[config.mk]
export PLATFORM = sky130hd
export DESIGN_NAME = mod_addsub_pipe
export DESIGN_NICKNAME = d
export VERILOG_FILES = /design/src/rtl/mod_addsub_pipe.sv
export SDC_FILE = /design/constraint.sdc
export NUM_CORES = 1
export LEC_CHECK = 0
export BUFFER_PORTS_ARGS = -buffer_cell sky130_fd_sc_hd__buf_4
export CAP_MARGIN = 20
export CORE_MARGIN = 3
export CORE_UTILIZATION = 45
export CTS_BUF_LIST = sky130_fd_sc_hd__clkbuf_4 sky130_fd_sc_hd__clkbuf_8
export CTS_CLUSTER_SIZE = 40
export DETAILED_ROUTE_END_ITERATION = 8
export PLACE_DENSITY = 0.8
export SETUP_SLACK_MARGIN = 0.4
export SYNTH_ARGS = -nofsm -noshare
export SYNTH_HDL_FRONTEND = slang
export SYNTH_SLANG_ARGS = --single-unit
export TNS_END_PERCENT = 20
[constraint.sdc]
create_clock -name clk -period 2 [get_ports clk]
set_input_delay 0.4 -clock clk [delete_from_list [all_inputs] [get_ports clk]]
set_output_delay 0.4 -clock clk [all_outputs]
set_load 0.1 [all_outputs]
[src/rtl/mod_addsub_pipe.sv]
// Two-stage pipelined modular add/sub/accumulate with valid/ready handshake.
// Define MOD_ADDSUB_OPCHECK_EN to flag out-of-range operands on err.
module mod_addsub_pipe #(
  parameter int W = 4,
  parameter int M = 11
) (
  input  logic         clk,
  input  logic         rst_n,
  input  logic         in_valid,
  output logic         in_ready,
  input  logic [1:0]   op,
  input  logic [W-1:0] x,
  input  logic [W-1:0] y,
  output logic         out_valid,
  input  logic         out_ready,
  output logic [W-1:0] z,
  output logic         err,
  output logic [W-1:0] acc
);

  generate
    if (M < 2 || longint'(M) > (64'd1 << W)) begin : g_bad_modulus
      $error("mod_addsub_pipe: M must satisfy 2 <= M <= 2**W");
    end
  endgenerate

  localparam logic [W:0] MOD = (W+1)'(M);

  localparam logic [1:0] OP_ADD  = 2'b00;
  localparam logic [1:0] OP_SUB  = 2'b01;
  localparam logic [1:0] OP_ACC  = 2'b10;
  localparam logic [1:0] OP_LOAD = 2'b11;

  logic         r_s1_valid;
  logic [W:0]   r_s1_raw;
  logic         r_s1_err;
  logic         r_out_valid;
  logic [W-1:0] r_z;
  logic         r_err;
  logic [W-1:0] r_acc;

  logic         w_adv1;
  logic         w_adv2;
  logic         w_accept;
  logic         w_op_bad;
  logic [W:0]   w_raw;
  logic [W:0]   w_acc_sum;

  // Single conditional subtract; enough because operands are below M.
  function automatic logic [W-1:0] reduce(input logic [W:0] v);
    logic [W:0] t;
    t = (v >= MOD) ? (v - MOD) : v;
    return t[W-1:0];
  endfunction

  assign w_adv2   = !r_out_valid || out_ready;
  assign w_adv1   = !r_s1_valid || w_adv2;
  assign w_accept = in_valid && w_adv1;
  assign in_ready = w_adv1;

  assign w_acc_sum = {1'b0, r_acc} + {1'b0, x};

`ifdef MOD_ADDSUB_OPCHECK_EN
  assign w_op_bad = ({1'b0, x} >= MOD) || (!op[1] && ({1'b0, y} >= MOD));
`else
  assign w_op_bad = 1'b0;
`endif

  always_comb begin
    w_raw = '0;
    case (op)
      OP_ADD:  w_raw = {1'b0, x} + {1'b0, y};
      OP_SUB:  w_raw = {1'b0, x} + MOD - {1'b0, y};
      OP_ACC:  w_raw = w_acc_sum;
      OP_LOAD: w_raw = {1'b0, x};
      default: w_raw = '0;
    endcase
  end

  always_ff @(posedge clk) begin
    if (!rst_n) begin
      r_s1_valid  <= 1'b0;
      r_s1_raw    <= '0;
      r_s1_err    <= 1'b0;
      r_out_valid <= 1'b0;
      r_z         <= '0;
      r_err       <= 1'b0;
      r_acc       <= '0;
    end else begin
      if (w_adv1) begin
        r_s1_valid <= in_valid;
        if (w_accept) begin
          r_s1_raw <= w_op_bad ? '0 : w_raw;
          r_s1_err <= w_op_bad;
        end
      end
      if (w_adv2) begin
        r_out_valid <= r_s1_valid;
        if (r_s1_valid) begin
          r_z   <= reduce(r_s1_raw);
          r_err <= r_s1_err;
        end
      end
      // Accumulator resolves at accept so chained ACC ops see the new value.
      if (w_accept && !w_op_bad) begin
        if (op == OP_ACC) begin
          r_acc <= reduce(w_acc_sum);
        end else if (op == OP_LOAD) begin
          r_acc <= x;
        end
      end
    end
  end

  assign out_valid = r_out_valid;
  assign z         = r_z;
  assign err       = r_err;
  assign acc       = r_acc;

endmodule

Word level (Yosys, flattened, before mapping):

Index checks and enable logic that the tools add are counted.
Widths: inputs -> output; s select.

* flip-flop bits (word level): 15
* input port bits: 14
* output and inout bits: 11
* word-level logic and storage cells: 31

* add/sub/neg operators: 6
* order comparisons: 2
* equality and inequality tests: 3
* mux-type cells: 5
* reductions and logical operators: 10

Operators by type and width (number)
* $pmux 5 s4: 1
* $mux 4: 4
* $add 4x4->5: 2
* $ge 5x4->1 const B: 2
* $sub 4x4->4 const B: 2
* $reduce_and 2->1: 3
* $add 4x4->5 const B: 1
* $sub 5x4->5: 1
* $eq 2x2->1 const B: 2
* $eq 2x1->1 const B: 1
* $logic_not 1->1: 2
* $logic_not 2->1: 1
* $logic_or 1x1->1: 2
* $reduce_bool 2->1: 1
* $logic_and 1x1->1: 1

Depth between registers and ports, before layout:

Gate-level depths: netlist of run 1.

* depth in word-level cells: 5
* mapped depth: 9
* mapped depth without buffers: 9

Worst setup path after synthesis of run 1:

No wires, ideal clock.

* path type: reg2reg
* start point: reg r_out_valid, in the netlist out_valid
* end point: reg r_acc[2], in the netlist acc[2]
* library setup time: 112 ps
* data arrival time: 2944 ps
* required time: 1888 ps
* setup slack: -1056 ps
* cell stages (with the launch flop): 5
* buffers on the path: 0
* period minus slack after synthesis: 3056 ps
* path through: dfxtp_1 > nand3b_1 > nand3_1 > a21oi_1 > a2111oi_1

* longest elaborated chain between the ends: 5

RTL lines
* start, declared: RTL line 37 `logic r_out_valid;`
* start signal, assigned: RTL line 98 `r_out_valid <= r_s1_valid;`
* $logic_not 1->1: RTL line 56 `assign w_adv2 = !r_out_valid || out_ready;`
* $logic_or 1x1->1: RTL line 56
* $logic_or 1x1->1: RTL line 57 `assign w_adv1 = !r_s1_valid || w_adv2;`
* via in_ready: RTL line 10 `output logic in_ready,`
* $logic_and 1x1->1: RTL line 58 `assign w_accept = in_valid && w_adv1;`
* $reduce_and 2->1 (no line)
* end signal, assigned: RTL line 107 `r_acc <= reduce(w_acc_sum);`
* end, declared: RTL line 40 `logic [W-1:0] r_acc;`

The timed path passes the listed nets, and every way through them passes these cells.
A chain may end at the register's enable or synchronous reset.

Worst setup path in the final report of run 1:

* start point: reg r_acc[0], in the netlist acc[0]
* end point: reg r_acc[1], in the netlist acc[1]

* longest elaborated chain between the ends: 4
* elaborated cells on any way between the ends: 5
* those cells by class: add/sub (2); order compare (1); mux (2)

RTL lines
* $add 4x4->5 *: RTL line 61 `assign w_acc_sum = {1'b0, r_acc} + {1'b0, x};`
* $sub 4x4->4 / $ge 5x4->1 (equally long branches): RTL line 52 `t = (v >= MOD) ? (v - MOD) : v;`
* $mux 4 *: RTL line 52
* $mux 4 *: RTL line 106 `if (op == OP_ACC) begin`

Every way passes the cells marked *; elsewhere a longest branch is shown, timed or not.

==> results.json, run 1 <==
{
  "chipHeight_um": 60.50,
  "clk_latency_ns": 0.29,
  "synthesis.nets": 187,
  "critical_path_buf_inv_count": 0,
  "summed_instance_area_of_the_synthesized_netlist_um2": 1336,
  "wire_length_of_the_first_global_routing_pass_um": 5699,
  "row_count": 19,
  "powerDensity_nw_per_um2": 595.8,
  "min_period_over_period_pct": 104.3,
  "synth_flop_cell": "sky130_fd_sc_hd__dfxtp_1",
  "finalWeightedCongestion": 0.9156,
  "timing_hold_violations_final": 0,
  "hpwlAfterDp_um": 2661,
  "critical_path.top_delay_family": "adder cells",
  "power.sequential.fraction_pct": 31.8,
  "critical_path_arrival_ns": 2.25,
  "antenna_violations_before_repair": 0,
  "groute.layer.met1.usage_pct": 26.08,
  "hold_path.class": "in2reg",
  "power_report.internal_total_uw": 647.8,
  "violations": "setup timing",
  "synth-edff-count": 0,
  "reg2reg_depth": 7,
  "antenna-diode-count": 0,
  "global_route.peak_usage_layer": "met2",
  "grt_max_degree": 14,
  "netlist.top_cell.by_area": "sky130_fd_sc_hd__dfxtp_1",
  "layout_skew_ns": 0.006518,
  "min_from": "in_valid",
  "clkTransAtPathRegs_ns": 0.10,
  "drive_above_1_share_pct": 39.90,
  "critPathMaxFanout": 4,
  "num-nets-final": 233,
  "synthesis.instances": 153,
  "critical-path-top-cell-by-count": "sky130_fd_sc_hd__ha_4",
  "final-max-slew-violation-count": 0,
  "cts_tree": "yes",
  "path_cells": "ha_4 -> fa_2 -> ha_4 -> a211oi_2 -> o31ai_2 -> mux2i_1 -> o22ai_1",
  "timing_worst_setup_path_type": "reg2reg",
  "period_minus_slack_ns": 2.086,
  "result_of_the_run": "complete, but fails checks",
  "rsz_0062_raised_after_global_routing": "true",
  "vdd.ir_drop.worst_v": 0.0005325,
  "ys_types": 43,
  "die-width_um": 60.50,
  "area_growth_syn_to_layout_pct": 37.27,
  "postSynth.asyncResetShare_pct": 0,
  "reported_net_switching_power_uw": 445.1,
  "capture_endpoint_of_the_worst_hold_path": "r_s1_valid",
  "power.leakage_nw": 0.8574,
  "combPwrFrac_pct": 52.0,
  "clock_tree.buffer_depth": 2,
  "die_area_um2": 3660,
  "number_of_buffers_inserted_during_clock_tree_synthesis": 3,
  "switching_share_pct": 40.73,
  "ys.warnings.count": 0,
  "drt_pre_antenna_iters": 4,
  "io_pins": 25,
  "regToRegEndpoint": "acc[1]",
  "global_route.overflow_total": 0,
  "met3_usage_pct": 4.894,
  "synth_common_cells": "sky130_fd_sc_hd__a21oi_1 (17), sky130_fd_sc_hd__ha_1 (17), sky130_fd_sc_hd__dfxtp_1 (15), sky130_fd_sc_hd__inv_1 (15), sky130_fd_sc_hd__nor2_1 (13)",
  "cpPeakStageDelay_ns": 0.60,
  "postRouteWirelength_um": 3359,
  "buffer_ports.inserted": 23,
  "post-route-worst-setup-slack_ns": -0.08562,
  "yosysSeqAreaShare_pct": 22.47,
  "synthesis.area_per_instance_um2": 8.734,
  "antenna_left": 0,
  "dr_total_vias": 1283,
  "cts-htree-levels": 1,
  "clock_sinks": 15,
  "ys_ff_latch": 15,
  "cts-hold-fix-buffers": 0,
  "grt_usage_pct": 20.68,
  "worstReg2RegStart": "acc[0]",
  "required_ns": 2.17,
  "route.detailed.wl_per_inst_um": 14.67,
  "number_of_endpoints_failing_setup_at_the_final_stage": 5,
  "core_um2": 2781,
  "initial_utilization_pct": 48.04,
  "viasPerCell": 5.603,
  "fin_hold_ws_ns": 0.4039,
  "worst_setup_path_start_kind": "register",
  "critical-path-slowest-cell": "sky130_fd_sc_hd__fa_2",
  "clockPowerShare_pct": 16.2,
  "netlist_top_cells_area": "sky130_fd_sc_hd__dfxtp_1 (22%), sky130_fd_sc_hd__ha_1 (16%), sky130_fd_sc_hd__a21oi_1 (6.4%)",
  "clk_root_buffer_cell": "sky130_fd_sc_hd__clkbuf_4",
  "cap_viol_max_count": 0,
  "max_frequency_mhz": 479.5,
  "first_global_vias": 1306,
  "detail_route.drc_violations": 0,
  "grt_util_met2_pct": 35.96,
  "synth_top_area_share_pct": 22.47,
  "violation_count_after_the_first_detailed_routing_iteration": 39,
  "dp_slack_ns": -0.3861,
  "timing.hold.worst_path_depth": 3,
  "end_kind": "register",
  "rrSetupSlack_ns": -0.09
}
==> timing repair <==
| action | 4_1_cts | 5_1_grt |
|---|---|---|
| gates resized for setup | 12 | 0 |
| pin swaps | 5 | 5 |
| buffers inserted | 2 | 0 |
| setup endpoints to repair | 9 | 9 |
==> through the flow <==
step           total power [mW]  utilization (%)  cells  cell area [um2]  TNS, ns
5_1_grt                   1.162            65.95    229             1834  -0.7851
2_1_floorplan            0.7082                -    153             1378  -0.8278
3_5_place_dp             0.8662            62.12    223             1728   -2.125
4_1_cts                   1.091            65.95    229             1834  -0.5136
6_report                  1.093            65.95    229             1834  -0.2765
3_3_place_gp             0.8498            62.12    223             1728   -1.884
==> worst max path at each step <==
stage	startpoint	endpoint	slack, ns	depth (start not counted)
global placement	y[1]	r_s1_raw[2]	-0.36	8
global route	acc[0]	acc[1]	-0.21	7
detailed placement	y[1]	r_s1_raw[2]	-0.39	8
floorplan	out_valid	acc[2]	-0.22	4
CTS	acc[0]	acc[1]	-0.16	7
finish	acc[0]	acc[1]	-0.09	7
==> area by class of cell <==
type | instances | area, um2
inverters | 15 | 56.30
clock buffers | 3 | 22.52
fillers | 220 | 947.2
well taps | 31 | 38.79
flip-flops and latches | 15 | 314.1
multi-input cells | 117 | 1028
repair buffers | 47 | 369.1
clock inverters | 1 | 5.005
==> worst reg2reg max path, cell delays in order (launching register included) <==
cell	delay, ns
sky130_fd_sc_hd__dfxtp_4	0.37
sky130_fd_sc_hd__ha_4	0.16
sky130_fd_sc_hd__fa_2	0.60
sky130_fd_sc_hd__ha_4	0.16
sky130_fd_sc_hd__a211oi_2	0.04
sky130_fd_sc_hd__o31ai_2	0.27
sky130_fd_sc_hd__mux2i_1	0.27
sky130_fd_sc_hd__o22ai_1	0.10
==> registers in the layout (all words and copies together) (netlist names) <==
register	count
r_s1_raw	5
acc	4
r_s1_valid	1
out_valid	1
z	4
==> power groups by stage <==
| stage | combinational (mW) | clock, mW | sequential (mW) |
|---|---|---|---|
| after floorplan | 0.266 | 0 | 0.442 |
| after global placement | 0.499 | 0 | 0.351 |
| after detailed placement | 0.513 | 0 | 0.353 |
| after CTS | 0.566 | 0.177 | 0.348 |
| after global routing | 0.616 | 0.194 | 0.351 |
| final | 0.568 | 0.177 | 0.348 |
==> layer usage <==
metal | routed length (um) | share of wire, %
met1 | 1425 | 42
met2 | 1713 | 51
met3 | 182 | 5.4
met4 | 38 | 1.1
met5 | 0 | 0
==> kinds of logic (layout without fill, tap and decap cells) <==
| kind of cell | Yosys count | count (layout) | share of synthesized area [%] |
|---|---|---|---|
| AOI/OAI and AO/OA | 45 | 45 | 21.82 |
| xor gates and xnor gates | 9 | 9 | 6.461 |
| adders and majority gates | 20 | 20 | 20.41 |
| buffers and inverters | 21 | 66 | 7.115 |
| DFF | 15 | 15 | 22.47 |
| muxes | 7 | 7 | 7.491 |
| other | 1 | 1 | 0.2806 |
| and+or+nand+nor | 35 | 35 | 13.95 |
==> cells in the final DEF, fill, tap and decap left out, drive strengths merged, types with 3 or more instances in the layout <==
master	count
buf	47
a21oi	17
ha	17
inv	15
dfxtp	15
nor2	13
o21ai	9
xnor2	5
nand3	5
a211oi	5
mux2i	4
xor2	4
clkbuf	3
nor3	3
fa	3
(Power assumes the default switching activity.)
==> inputs of run 2 (changes only) <==
Settings changed: ABC_AREA set to 1.
==> run 2 against run 1 <==
Against the previous run: routed wire length decreased by 11%; critical endpoint is now acc[2]; setup slack improved by 0.18 ns; largest cell class unchanged; the run now ends clean; via count increased by 6.1%; highest routed layer unchanged; count of clock-buffer cells in the layout unchanged.
==> results.json, run 2 <==
{
  "rrSetupSlack_ns": 0.1,
  "min_period_over_period_pct": 95.20,
  "synthesis.instances": 190,
  "timing_worst_setup_path_type": "reg2reg",
  "synthesis.nets": 224,
  "final_util_pct": 61.85,
  "worst_setup_path_start_kind": "register",
  "synth_most_common_cell": "sky130_fd_sc_hd__inv_1",
  "dr_total_vias": 1361,
  "cap_viol_max_count": 0,
  "critical_path_arrival_ns": 2.13,
  "row_count": 19,
  "hpwlAfterDp_um": 2391,
  "clock_sinks": 15,
  "required_ns": 2.23,
  "filler_cell_count": 259,
  "mostFrequentLayoutCell": "sky130_fd_sc_hd__inv_1",
  "synthesis.area_per_instance_um2": 7.020,
  "initial_utilization_pct": 47.95,
  "clkTransAtPathRegs_ns": 0.10,
  "grt_max_degree": 11,
  "critPathMaxFanout": 5,
  "antenna_left": 0,
  "buffer_ports.inserted": 23,
  "die-width_um": 60.44,
  "drive_above_1_share_pct": 28.76,
  "power.leakage_nw": 0.8816,
  "violation_count_after_the_first_detailed_routing_iteration": 51,
  "final_design_area_no_fill_um2": 1720,
  "route.detailed.wl_per_inst_um": 11.67,
  "final-max-slew-violation-count": 0,
  "synth_top_area_share_pct": 22.51,
  "io_pins": 25,
  "clockPowerShare_pct": 18.6,
  "ys.warnings.count": 0,
  "powerDensity_nw_per_um2": 577.8,
  "die_area_um2": 3653,
  "cts-hold-fix-buffers": 0,
  "largest_register_ffs": 5,
  "max_frequency_mhz": 525.2,
  "synth_flop_cell": "sky130_fd_sc_hd__dfxtp_1",
  "antenna-diode-count": 0,
  "layout_skew_ns": 0.003198,
  "num-nets-final": 261,
  "ys_types": 34,
  "summed_instance_area_of_the_synthesized_netlist_um2": 1334,
  "fin_hold_ws_ns": 0.3981,
  "synth-edff-count": 0,
  "p_total_uw": 994.1,
  "yosysSeqAreaShare_pct": 22.51,
  "rsz_0062_raised_after_global_routing": "true",
  "antenna_violations_before_repair": 0,
  "number_of_endpoints_failing_setup_at_the_final_stage": 0,
  "vdd.ir_drop.worst_v": 0.0006324,
  "ys_ff_latch": 15,
  "switching_share_pct": 43.19,
  "cts_tree": "yes",
  "global_route.overflow_total": 0,
  "number_of_buffers_inserted_during_clock_tree_synthesis": 3,
  "max_flop_register": "r_s1_raw",
  "grt_usage_pct": 18.78,
  "first_global_vias": 1220,
  "clock_tree.buffer_depth": 2,
  "finalWeightedCongestion": 0.8467,
  "postSynth.asyncResetShare_pct": 0,
  "chipHeight_um": 60.44,
  "hold_path.class": "in2reg",
  "postPlaceCellArea_um2": 1654,
  "period_minus_slack_ns": 1.904,
  "postRouteWirelength_um": 3000,
  "detail_route.drc_violations": 0,
  "timing_hold_violations_final": 0,
  "result_of_the_run": "completed",
  "wire_length_of_the_first_global_routing_pass_um": 5147,
  "end_kind": "register",
  "netlist.top_cell.by_area": "sky130_fd_sc_hd__dfxtp_1",
  "most-common-layout-cells": "sky130_fd_sc_hd__inv_1 (36), sky130_fd_sc_hd__buf_4 (35), sky130_fd_sc_hd__nand2_1 (24)",
  "clk_root_buffer_cell": "sky130_fd_sc_hd__clkbuf_4",
  "viasPerCell": 5.296,
  "area_growth_syn_to_layout_pct": 28.99,
  "drt_pre_antenna_iters": 4,
  "reported_net_switching_power_uw": 429.4,
  "cts-htree-levels": 1,
  "core_um2": 2781,
  "netlist_top_cells_area": "sky130_fd_sc_hd__dfxtp_1 (23%), sky130_fd_sc_hd__ha_1 (16%), sky130_fd_sc_hd__inv_1 (11%)",
  "clk_latency_ns": 0.29,
  "power.sequential.fraction_pct": 33.8,
  "power_report.internal_total_uw": 564.7,
  "combPwrFrac_pct": 47.6,
  "synth_common_cells": "sky130_fd_sc_hd__inv_1 (38), sky130_fd_sc_hd__nand2_1 (25), sky130_fd_sc_hd__a21oi_1 (18), sky130_fd_sc_hd__ha_1 (17)"
}
==> run 2: kinds of logic (layout without fill, tap and decap cells) <==
logic type               Yosys count  count (layout)  synth area share (%)
AO/OA/AOI/OAI                     52              52                 22.33
adder cells (fa/ha/maj)           20              20                 20.45
buffers and inverters             41              77                 12.38
AND/OR/NAND/NOR                   58              58                 20.08
other                              1               1                0.2812
XOR/XNOR                           3               3                 1.970
flip-flops                        15              15                 22.51
==> run 2: cell type report <==
| cell class | instances | area [um2] | area share, % |
|---|---|---|---|
| timing repair buffer | 35 | 262.8 | 15.27 |
| tap | 31 | 38.79 | 2.255 |
| sequential | 15 | 319.1 | 18.55 |
| clock inverter | 1 | 5.005 | 0.2909 |
| clock buffer | 3 | 22.52 | 1.309 |
| inverter | 38 | 142.6 | 8.291 |
| multi-input combinational | 134 | 929.6 | 54.04 |
==> run 2: final timing paths <==
kind | startpoint | endpoint | cells after the start
max | acc[0] | acc[2] | 11
min | rst_n | acc[3] | 3
max reg2reg | acc[0] | acc[2] | 11
min reg2reg | acc[2] | acc[2] | 2
==> run 2: stage by stage <==
stage	setup slack, ns	setup TNS [ns]	instances
after floorplan	-0.01511	-0.01511	190
after global placement	-0.07825	-0.1852	252
after detailed placement	-0.1135	-0.3192	252
after CTS	0.1316	0	257
after global routing	0.02365	0	257
final	0.09597	0	257
==> run 2: repair_timing <==
action,CTS,global route
pin swaps,5,3
buffers inserted,1,0
cloned,0,0
endpoints found under the setup margin,8,8
gates resized for setup,4,2
==> run 2: per-layer routing <==
metal / vias to the layer above / track usage (%) / wire length (um)
li1: 698 / - / -
met4: 0 / 6.502 / 77
met5: - / 0 / 0
met3: 12 / 5.745 / 194
met2: 38 / 31.33 / 1407
met1: 613 / 23.03 / 1321
==> run 2: power by group through the flow <==
stage          registers, mW  clock network, mW  logic [mW]
2_1_floorplan          0.435                  0       0.238
3_3_place_gp           0.343                  0       0.441
6_report               0.336              0.185       0.473
3_5_place_dp           0.344                  0       0.447
5_1_grt                0.339              0.206       0.523
4_1_cts                0.336              0.192       0.463
==> run 2: worst max-delay path, stage by stage, from the launching register on <==
cell and delay [ns]:
sky130_fd_sc_hd__dfxtp_4 0.36, sky130_fd_sc_hd__ha_4 0.16, sky130_fd_sc_hd__fa_2 0.59, sky130_fd_sc_hd__ha_4 0.14, sky130_fd_sc_hd__inv_2 0.04, sky130_fd_sc_hd__nand3_2 0.05
sky130_fd_sc_hd__nand3_2 0.08, sky130_fd_sc_hd__nand2_4 0.09, sky130_fd_sc_hd__nand3_2 0.06, sky130_fd_sc_hd__nand2_1 0.07, sky130_fd_sc_hd__nand3_2 0.06, sky130_fd_sc_hd__a21oi_1 0.14
==> inputs of run 3 (changes only) <==
==> constraint.sdc (replaced) <==
create_clock -name clk -period 2 [get_ports clk]
set_input_delay 0 -clock clk [delete_from_list [all_inputs] [get_ports clk]]
set_output_delay 0 -clock clk [all_outputs]
set_load 0.1 [all_outputs]
==> run 3 against run 2 <==
Against the previous run: combinational power is 4.9% lower; die area stayed put; global-route usage decreased by 1.6 points; worst hold slack got worse by 0.38 ns; flip-flop and latch count is the same; sequential share of layout area increased by 0.67 points; via count is 4.8% lower; sequential power is essentially flat; largest power group unchanged; highest routed layer unchanged.
==> results.json, run 3 (synthesis gave the netlist of run 2 again) <==
{
  "result_of_the_run": "completed",
  "grt_usage_pct": 17.18,
  "most-common-layout-cells": "sky130_fd_sc_hd__inv_1 (36), sky130_fd_sc_hd__buf_4 (25), sky130_fd_sc_hd__nand2_1 (24)",
  "dr_total_vias": 1296,
  "global_route.overflow_total": 0,
  "antenna_left": 0,
  "antenna-diode-count": 0,
  "detail_route.drc_violations": 0,
  "vdd.ir_drop.worst_v": 0.0005151,
  "mostFrequentLayoutCell": "sky130_fd_sc_hd__inv_1",
  "route.detailed.wl_per_inst_um": 11.33,
  "layout_skew_ns": 0.004949,
  "power.leakage_nw": 0.8365,
  "clkTransAtPathRegs_ns": 0.10,
  "required_ns": 2.17,
  "number_of_buffers_inserted_during_clock_tree_synthesis": 3,
  "final_util_pct": 59.69,
  "io_pins": 25,
  "number_of_endpoints_failing_setup_at_the_final_stage": 0,
  "filler_cell_count": 288,
  "die_area_um2": 3653,
  "clk_latency_ns": 0.28,
  "finalNonFillerCells": 247,
  "finalWeightedCongestion": 0.8183,
  "hpwlAfterDp_um": 2289,
  "fin_tns_setup_ns": 0,
  "rrSetupSlack_ns": 0.08,
  "p_total_uw": 964.8,
  "cts-htree-levels": 1,
  "postRouteWirelength_um": 2799,
  "period_minus_slack_ns": 1.917,
  "min_period_over_period_pct": 95.87,
  "rsz_0062_raised_after_global_routing": "true",
  "drt_pre_antenna_iters": 4,
  "final-max-slew-violation-count": 0,
  "wire_length_of_the_first_global_routing_pass_um": 4885,
  "area_growth_syn_to_layout_pct": 24.48,
  "max_flop_register": "r_s1_raw",
  "drive_above_1_share_pct": 25.46,
  "core_um2": 2781,
  "end_kind": "register",
  "viasPerCell": 5.247,
  "critPathMaxFanout": 5,
  "initial_utilization_pct": 47.95,
  "powerDensity_nw_per_um2": 581.1,
  "dpl.cell_count": 241,
  "chipHeight_um": 60.44,
  "buffer_ports.inserted": 23,
  "violation_count_after_the_first_detailed_routing_iteration": 26,
  "clock_tree.buffer_depth": 2,
  "first_global_vias": 1204,
  "die-width_um": 60.44,
  "antenna_violations_before_repair": 0,
  "cts-hold-fix-buffers": 0,
  "clk_root_buffer_cell": "sky130_fd_sc_hd__clkbuf_4",
  "cap_viol_max_count": 0,
  "max_frequency_mhz": 521.6,
  "row_count": 19,
  "grt_max_degree": 11,
  "timing_hold_violations_final": 0,
  "largest_register_ffs": 5,
  "clock_sinks": 15,
  "worst_setup_path_start_kind": "register",
  "num-nets-final": 251,
  "hold_path.class": "in2reg",
  "critical_path_arrival_ns": 2.08,
  "timing_worst_setup_path_type": "reg2reg",
  "cts_tree": "yes"
}
## run 3: cell count changes in the layout (fill, tap and decap cells not counted)
cell,delta
sky130_fd_sc_hd__ha_4,+1
sky130_fd_sc_hd__buf_4,-10
sky130_fd_sc_hd__ha_1,-1
sky130_fd_sc_hd__a21oi_2,-1
sky130_fd_sc_hd__a21oi_4,+1
sky130_fd_sc_hd__nand3_1,+1
sky130_fd_sc_hd__nand3_2,-1
## run 3: worst paths after layout
path | end | cells past startpoint | startpoint
worst min-delay path | z[0] | 3 | rst_n
worst max-delay path | acc[0] | 10 | acc[0]
worst max register to register | acc[0] | 10 | acc[0]
worst min register to register | z[1] | 2 | z[1]
## run 3: area by class of cell
type                       instances  area (um2)  area share (%)
sequential                        15       319.1           19.22
tap                               31       38.79           2.336
inverter                          38       142.6           8.591
multi-input combinational        134       944.7           56.90
clock buffer                       3       22.52           1.356
clock inverter                     1       5.005          0.3014
timing repair buffer              25       187.7           11.30
## run 3: through the flow
stage | hold WS, ns | worst slack [ns] | area, um2
final | 0.01626 | 0.08265 | 1660
after global routing | 0.01773 | -0.02739 | 1660
after CTS | 0.01460 | 0.08228 | 1632
after detailed placement | 0.3125 | 0.009932 | 1572
after global placement | 0.3074 | 0.07967 | 1572
after floorplan | 0.1917 | -0.01511 | 1383
## run 3: worst max-delay path, cell delays in order, from the launching register on
cell,delay (ns)
sky130_fd_sc_hd__dfxtp_4,0.36
sky130_fd_sc_hd__ha_4,0.16
sky130_fd_sc_hd__fa_2,0.61
sky130_fd_sc_hd__ha_4,0.15
sky130_fd_sc_hd__inv_2,0.03
sky130_fd_sc_hd__nand3_2,0.05
sky130_fd_sc_hd__nand3_2,0.08
sky130_fd_sc_hd__nand2_4,0.09
sky130_fd_sc_hd__nand2_2,0.06
sky130_fd_sc_hd__o21ai_1,0.13
sky130_fd_sc_hd__a21oi_1,0.08
## run 3: power breakdown
group / switching (mW) / leakage (nW) / internal, mW / total [mW]
Combinational: 0.296 / 0.691 / 0.154 / 0.450
Clock: 0.104 / 0.0177 / 0.0742 / 0.178
Sequential: 0.0165 / 0.127 / 0.320 / 0.336
Total: 0.416 / 0.836 / 0.548 / 0.965
## run 3: routing by layer
layer	vias to the layer above	GRT usage, %	wire length [um]
met5	-	0	0
met4	0	2.786	8
met3	2	2.553	134
met2	29	29.94	1346
met1	582	22.94	1310
li1	683	-	-
## run 3: what timing repair did
item | in CTS | in global routing
pin swaps | 4 | 3
endpoints found under the setup margin | 7 | 8
gates resized for setup | 3 | 4
setup buffers | 2 | 0
